<file path="config.mk">
export PLATFORM = sky130hd
export DESIGN_NAME = spike_class_decoder
export DESIGN_NICKNAME = d
export VERILOG_FILES = /design/src/rtl/spike_class_decoder.sv
export SDC_FILE = /design/constraint.sdc
export NUM_CORES = 1
export LEC_CHECK = 0
export ABC_CLOCK_PERIOD_IN_PS = 4150
export BUFFER_PORTS_ARGS = -buffer_cell sky130_fd_sc_hd__buf_2
export CAP_MARGIN = 20
export CORE_ASPECT_RATIO = 0.6
export CORE_MARGIN = 8
export CORE_UTILIZATION = 54
export CTS_BUF_LIST = sky130_fd_sc_hd__clkbuf_16
export DETAILED_ROUTE_END_ITERATION = 12
export PLACE_DENSITY = 0.79
export REMOVE_ABC_BUFFERS = 1
export SLEW_MARGIN = 20
export SYNTH_ARGS = -nofsm -noshare
export SYNTH_HDL_FRONTEND = slang
export SYNTH_SLANG_ARGS = --single-unit
</file>
<file path="constraint.sdc">
create_clock -name clk -period 4.15 [get_ports clk]
set_input_delay 0.2075 -clock clk [delete_from_list [all_inputs] [get_ports clk]]
set_output_delay 0.2075 -clock clk [all_outputs]
set_load 0.01 [all_outputs]
</file>
<file path="src/rtl/spike_class_decoder.sv">
// Output-side decoder for the SNN classifier: counts spikes per output class
// over NUM_STEPS timesteps, then presents the argmax class via valid/ready.

// Per-class spike counter; cleared at inference start, bumped on each spiking beat.
module spike_class_cnt #(
  parameter int CNT_BITS = 5
) (
  input  logic                clk,
  input  logic                rst,
  input  logic                clr,
  input  logic                inc,
  output logic [CNT_BITS-1:0] cnt
);
  // clear has priority over increment; both only matter in their own FSM state
  always_ff @(posedge clk) begin
    if (rst || clr) cnt <= '0;
    else if (inc)   cnt <= cnt + 1'b1;
  end
endmodule

module spike_class_decoder #(
  parameter int ACC_BITS    = 8,
  parameter int NUM_CLASSES = 3,
  parameter int NUM_STEPS   = 25,
  parameter int CNT_BITS    = 5,
  parameter int CLS_BITS    = 2
) (
  input  logic                            clk,
  input  logic                            rst,
  input  logic                            start,
  input  logic                            spk_valid,
  input  logic [NUM_CLASSES*ACC_BITS-1:0] spk_in,
  output logic                            busy,
  output logic                            class_valid,
  input  logic                            class_ready,
  output logic [CLS_BITS-1:0]             class_id,
  output logic [CNT_BITS-1:0]             class_count,
  output logic                            tie
);
  localparam logic [1:0] S_IDLE    = 2'd0;
  localparam logic [1:0] S_COLLECT = 2'd1;
  localparam logic [1:0] S_ARGMAX  = 2'd2;
  localparam logic [1:0] S_DONE    = 2'd3;
  localparam logic [CNT_BITS-1:0] LAST_STEP = CNT_BITS'(NUM_STEPS - 1);

  logic [1:0]                            state;
  logic [CNT_BITS-1:0]                   step;
  logic [NUM_CLASSES-1:0][CNT_BITS-1:0]  cnt;
  logic [NUM_CLASSES-1:0]                hit;
  logic                                  clr, accept;
  logic [CLS_BITS-1:0]                   best_id;
  logic [CNT_BITS-1:0]                   best_cnt;
  logic                                  best_tie;

  assign clr         = (state == S_IDLE) && start;
  assign accept      = (state == S_COLLECT) && spk_valid;
  assign busy        = (state != S_IDLE);
  assign class_valid = (state == S_DONE);

  // one counter per output neuron; any nonzero spike word counts as a spike
  for (genvar g = 0; g < NUM_CLASSES; g++) begin : g_cls
    assign hit[g] = accept && (spk_in[g*ACC_BITS +: ACC_BITS] != '0);
    spike_class_cnt #(.CNT_BITS(CNT_BITS)) u_cnt (
      .clk (clk),
      .rst (rst),
      .clr (clr),
      .inc (hit[g]),
      .cnt (cnt[g])
    );
  end

  // argmax with strict '>' so the lowest index wins ties; tie flags any other equal class
  always_comb begin
    best_id  = '0;
    best_cnt = cnt[0];
    best_tie = 1'b0;
    for (int i = 1; i < NUM_CLASSES; i++) begin
      if (cnt[i] > best_cnt) begin
        best_id  = CLS_BITS'(i);
        best_cnt = cnt[i];
      end
    end
    for (int i = 0; i < NUM_CLASSES; i++) begin
      if ((cnt[i] == best_cnt) && (CLS_BITS'(i) != best_id)) best_tie = 1'b1;
    end
  end

  // control FSM, step counter and result registers (results persist until next ARGMAX)
  always_ff @(posedge clk) begin
    if (rst) begin
      state       <= S_IDLE;
      step        <= '0;
      class_id    <= '0;
      class_count <= '0;
      tie         <= 1'b0;
    end else begin
      case (state)
        S_IDLE: if (start) begin
          step  <= '0;
          state <= S_COLLECT;
        end
        S_COLLECT: if (spk_valid) begin
          step <= step + 1'b1;
          if (step == LAST_STEP) state <= S_ARGMAX;
        end
        S_ARGMAX: begin
          class_id    <= best_id;
          class_count <= best_cnt;
          tie         <= best_tie;
          state       <= S_DONE;
        end
        S_DONE: if (class_ready) state <= S_IDLE;
        default: state <= S_IDLE;
      endcase
    end
  end
endmodule

</file>
### Word-level counts from Yosys, hierarchy flattened

Cells that the tools add are included.

* $add $sub $neg: 4
* magnitude comparators: 2
* equal/unequal tests: 13
* multiplexer cells: 15
* reductions and logical operators: 18

Operators by type and width (number)
* 8-bit nonzero test: 3
* 5-bit by 1-bit adder with 5-bit output, second input constant: 4
* 5-bit 2-to-1 mux: 4
* 5-bit equality test: 3
* 5-bit greater-than comparator: 2
* 2-bit 2-to-1 mux: 5
* 5-bit case mux with 2 select lines: 1
* 1-bit logical AND: 8
* 2-bit case mux with 4 select lines: 1
* 2-bit nonzero test: 3
* 5-bit equality test, second input constant: 1
* 2-bit equality test, second input constant: 2
* 1-bit 2-to-1 mux: 4
* 2-bit by 1-bit inequality test with 1-bit output, second input constant: 2
* 2-bit inequality test, second input constant: 2
* 4-bit AND reduction: 1
* 3-bit AND reduction: 1
* 2-bit by 1-bit equality test with 1-bit output, second input constant: 1
* 2-bit zero test: 1
* 1-bit by 2-bit inequality test with 1-bit output, first input constant: 1
* 2-bit inequality test, first input constant: 1
* 1-bit logical OR: 1

* bits in registers: 30
* input bits: 29
* output and inout port bits: 10

### Depth between registers and ports, before layout

* depth in word-level cells: 9
* depth in mapped cells: 14

### Hierarchy

Synthesis repeated with hierarchy kept, for this count alone.

* cells, all modules: 280
* area total of the unflattened synthesis: 2387.3 sq um

Modules (own cells, without submodules)
* spike_class_decoder: times used 1, cells each 211, area each 1670.4 sq um
* spike_class_cnt: times used 3, cells each 23, area each 239.0 sq um

### Least setup slack after synthesis

Ideal clock, no wire load.

* kind: register -> register
* start: register g_cls[0].u_cnt.cnt[2]
* end: register tie
* arrival: 3150 ps
* required time: 4062 ps
* slack: 912 ps
* cell stages (with the launch flop): 15
* path buffers: 0
* period minus slack after synthesis: 3238 ps
* cells stage by stage: dfxtp_1 inv_1 ha_1 nand4_2 o221ai_2 nand2_2 mux2i_1 ha_1 nor2b_1 o31ai_1 a21oi_1 a211oi_1 o211a_1 a31oi_1 a311oi_2

* word-level cells in the longest chain between the ends: 9

RTL lines
* start, declared: RTL line 12 `output logic [CNT_BITS-1:0] cnt`
* start signal, assigned: RTL line 17 `else if (inc) cnt <= cnt + 1'b1;`
* 5-bit greater-than comparator: RTL line 78 `if (cnt[i] > best_cnt) begin`
* 5-bit 2-to-1 mux: RTL line 78
* 5-bit greater-than comparator: RTL line 78
* 5-bit 2-to-1 mux or 2-bit 2-to-1 mux (tied branches): RTL line 78
* 5-bit equality test or 2-bit nonzero test (tied branches): RTL line 84 `if ((cnt[i] == best_cnt) && (CLS_BITS'(i) != best_id)) best_tie = 1'b1;`
* 1-bit logical AND: RTL line 84
* 1-bit 2-to-1 mux (2 in a row): RTL line 84
* 1-bit 2-to-1 mux *: RTL line 84
* end signal, assigned: RTL line 109 `tie <= best_tie;`
* end, declared: RTL line 38 `output logic tie`

Mark *: on every way between the ends. The rest lies on a longest branch, timed or not.
A chain may end at the register's enable or synchronous reset.

### Final worst setup path

Same ends and word-level chain as after synthesis.

==> metrics.md <==
| Metric | Value |
|---|---|
| Highest ir drop seen on vdd | `0.328 mV` |
| Global Route Usage Sum | `18.1%` |
| Synthesized flop and latch total | `30` |
| Critical path launch point type | `flop` |
| Clock skew | `7.65 ps` |
| Synth Area in XOR/XNOR | `9.82%` |
| Fin. Hold Viols | `0` |
| Footprint of the multi-input gates | `1430 um^2` |
| CTS Buffer Depth | `2` |
| Post-Place Cells | `343` |
| Mux contribution to synthesized area | `4.80%` |
| Filler cell count | `296` |
| Residual DRC | `0` |
| Worst-margin pin slew | `575 ps` |
| Crit Path Category | `reg2reg` |
| Critical-path maximum fanout | `10` |
| Post-synth EDFFs | `0` |
| Yosys cell types | `45` |
| HPWL after DPL | `4.31 mm` |
| DR WL/cell | `16.0 um` |
| Commonest non-fill, non-tap cells in the layout | `buf_2, nor2_1, dfxtp_1` |
| Synth area leaders | `dfxtp_1, ha_1, xnor2_1` |
| PwrDens | `463 nW/um^2` |
| Met2 GRT Util | `26.4%` |
| Final min period | `3770 ps` |
| Worst EP arrival | `3960 ps` |
| Setup TNS | `0 ps` |
| Final non-filler cell total | `349` |
| DIE HEIGHT | `64.8 um` |
| Final Cycle Share | `90.9%` |
| Synth Area in Compound Gates | `19.4%` |
| GR peak layer | `met2` |
| Data required time of the worst path | `4340 ps` |
| Synth Area in Simple Gates | `21.1%` |
| HP Class | `in2reg` |
| Largest net degree at the start of global routing | `16` |
| Unrepaired setup endpoints after global routing | `false` |
| Worst-Skew Late Latency | `270 ps` |
| Number of global-route vias before repair | `2084` |
| CTS Buf Count | `5` |
| Yosys warns | `0` |
| Row count | `17` |
| Synth Area in Adders | `11.7%` |
| # hold bufs at CTS | `0` |
| Io pins | `39` |
| GR Util met1 | `24.0%` |
| Status | `finished clean` |
| FMAX | `265 MHz` |
| Syn avg cell area | `8.14 um^2` |
| Antenna-violating nets left | `0` |
| Nets | `352` |
| Clock net sink count | `30` |
| Max-slew violations | `0` |
| Layout area overhead | `17.1%` |
| Routed Wire Length | `5.58 mm` |
| Number of setup violations in the final report | `0` |
| Max Cap Viol | `0` |
| H-tree depth | `2` |
| Initial antenna violation count | `0` |
| CTS tree | `built` |
| Core ar. | `3740 um^2` |
| Endpoint class of the critical path | `flop` |
| Port bufs | `38` |
| Initial Utilization | `57.2%` |
| Ys async rst share | `0%` |
| Gr ovfl total | `0` |
| Global-route wire length before repair | `9.47 mm` |
| Post-synth top area cell | `dfxtp_1` |
| Post-CTS sizing | `0` |
| GP Congestion | `1.00` |
| Antenna Cells | `0` |
| Worst-path clk slew | `50 ps` |
| Met3 GRT Util | `7.09%` |
| Via count | `2078` |
| Total Power | `1.16 mW` |
| Synth Instances | `263` |
| Vias/cell | `5.95` |
| Sequential share of the synthesized area | `28.1%` |
| Post-CTS setup buffers | `0` |
| Register area | `601 um^2` |
| Initial drt markers | `139` |
| Post-synth top area share | `28.1%` |
| Syn Std Cell Area | `2140 um^2` |
| Slew headroom | `61.7%` |
| Most common cell after layout, fill and taps aside | `buf_2` |
| DR pass1 iterations | `4` |
| Die X-Extent | `97.3 um` |
| Layout cell share with drive strength beyond 1 | `20.2%` |
| Die area | `6300 um^2` |
| CTS Root Cell | `clkbuf_16` |
| Leakage | `1.11 nW` |
| Top FF cell, synth | `dfxtp_1` |
| Main combinational cell family by area after synthesis | `simple AND/OR/NAND/NOR gates` |
## worst max-delay path, cell delays in order (launching register included)
cell      delay (ps)
dfxtp_1          390
inv_1            160
ha_1             380
nand4_2          140
o221ai_2         310
nand2_2          180
mux2i_1          250
ha_1             270
nor2b_1          130
o31ai_1          320
a21oi_1          280
nand2_2          280
mux2i_1          240
o211ai_1         120
a311oi_2         230
## flip-flops by register name, summed over array words and instances (netlist names)
name             flops
tie                  1
class_id             2
state                2
class_count          5
step                 5
g_cls.u_cnt.cnt     15
## power by group
group | switching (mW) | total [mW] | internal (mW)
sequential | 0.0265 | 0.342 | 0.316
clock | 0.118 | 0.330 | 0.212
combinational | 0.301 | 0.489 | 0.187
## kinds of logic (layout without fill, tap and decap cells)
kind of cell | after synthesis | count (layout)
AOI/OAI and AO/OA | 59 | 59
xor gates and xnor gates | 24 | 24
adders and majority gates | 20 | 20
buffers and inverters | 26 | 65
DFF | 30 | 30
muxes | 10 | 10
and+or+nand+nor | 94 | 94
## synth_stat cells (all sizes together), types with 3 or more instances
library cell / number
nor3: 3
a211oi: 3
buf: 6
ha: 20
o21a: 3
nand4: 11
mux2i: 8
o21ai: 10
inv: 16
o211ai: 6
nand2: 25
clkbuf: 4
xnor2: 14
nor2: 31
a21oi: 20
nand2b: 5
dfxtp: 30
xor2: 10
nand3: 7
nor4: 6
## layer usage
layer | part of all wire, % | up-vias
met5 | 0 | -
met4 | 1.1 | 0
met3 | 12 | 8
met2 | 39 | 123
met1 | 48 | 932
li1 | - | 1015
## area by class of cell
class | instances | area share [%]
clock inverter | 1 | 0.150
inverter | 16 | 2.40
sequential | 30 | 24.0
clock buffer | 5 | 5.00
timing repair buffer | 43 | 9.09
tap | 47 | 2.35
multi-input combinational | 207 | 57.0
## path summary, 6_finish.rpt
path | to | cells after the start | startpoint | slack [ps]
max | tie | 14 | g_cls[0].u_cnt.cnt[2] | 380
max reg2reg | tie | 14 | g_cls[0].u_cnt.cnt[2] | 380
min reg2reg | class_count[1] | 2 | class_count[1] | 460
min | step[0] | 2 | rst | 280
## metrics by stage
stage	util [%]	worst slack [ps]	instance area, um^2	hold WS [ps]
3_3_place_gp	63.5	608	2380	449
3_5_place_dp	63.5	494	2380	452
2_1_floorplan	-	909	2090	275
4_1_cts	66.9	431	2500	278
5_1_grt	66.9	69.0	2500	282
6_report	66.9	378	2500	281
Note: power is estimated with default switching activity, not from simulation.
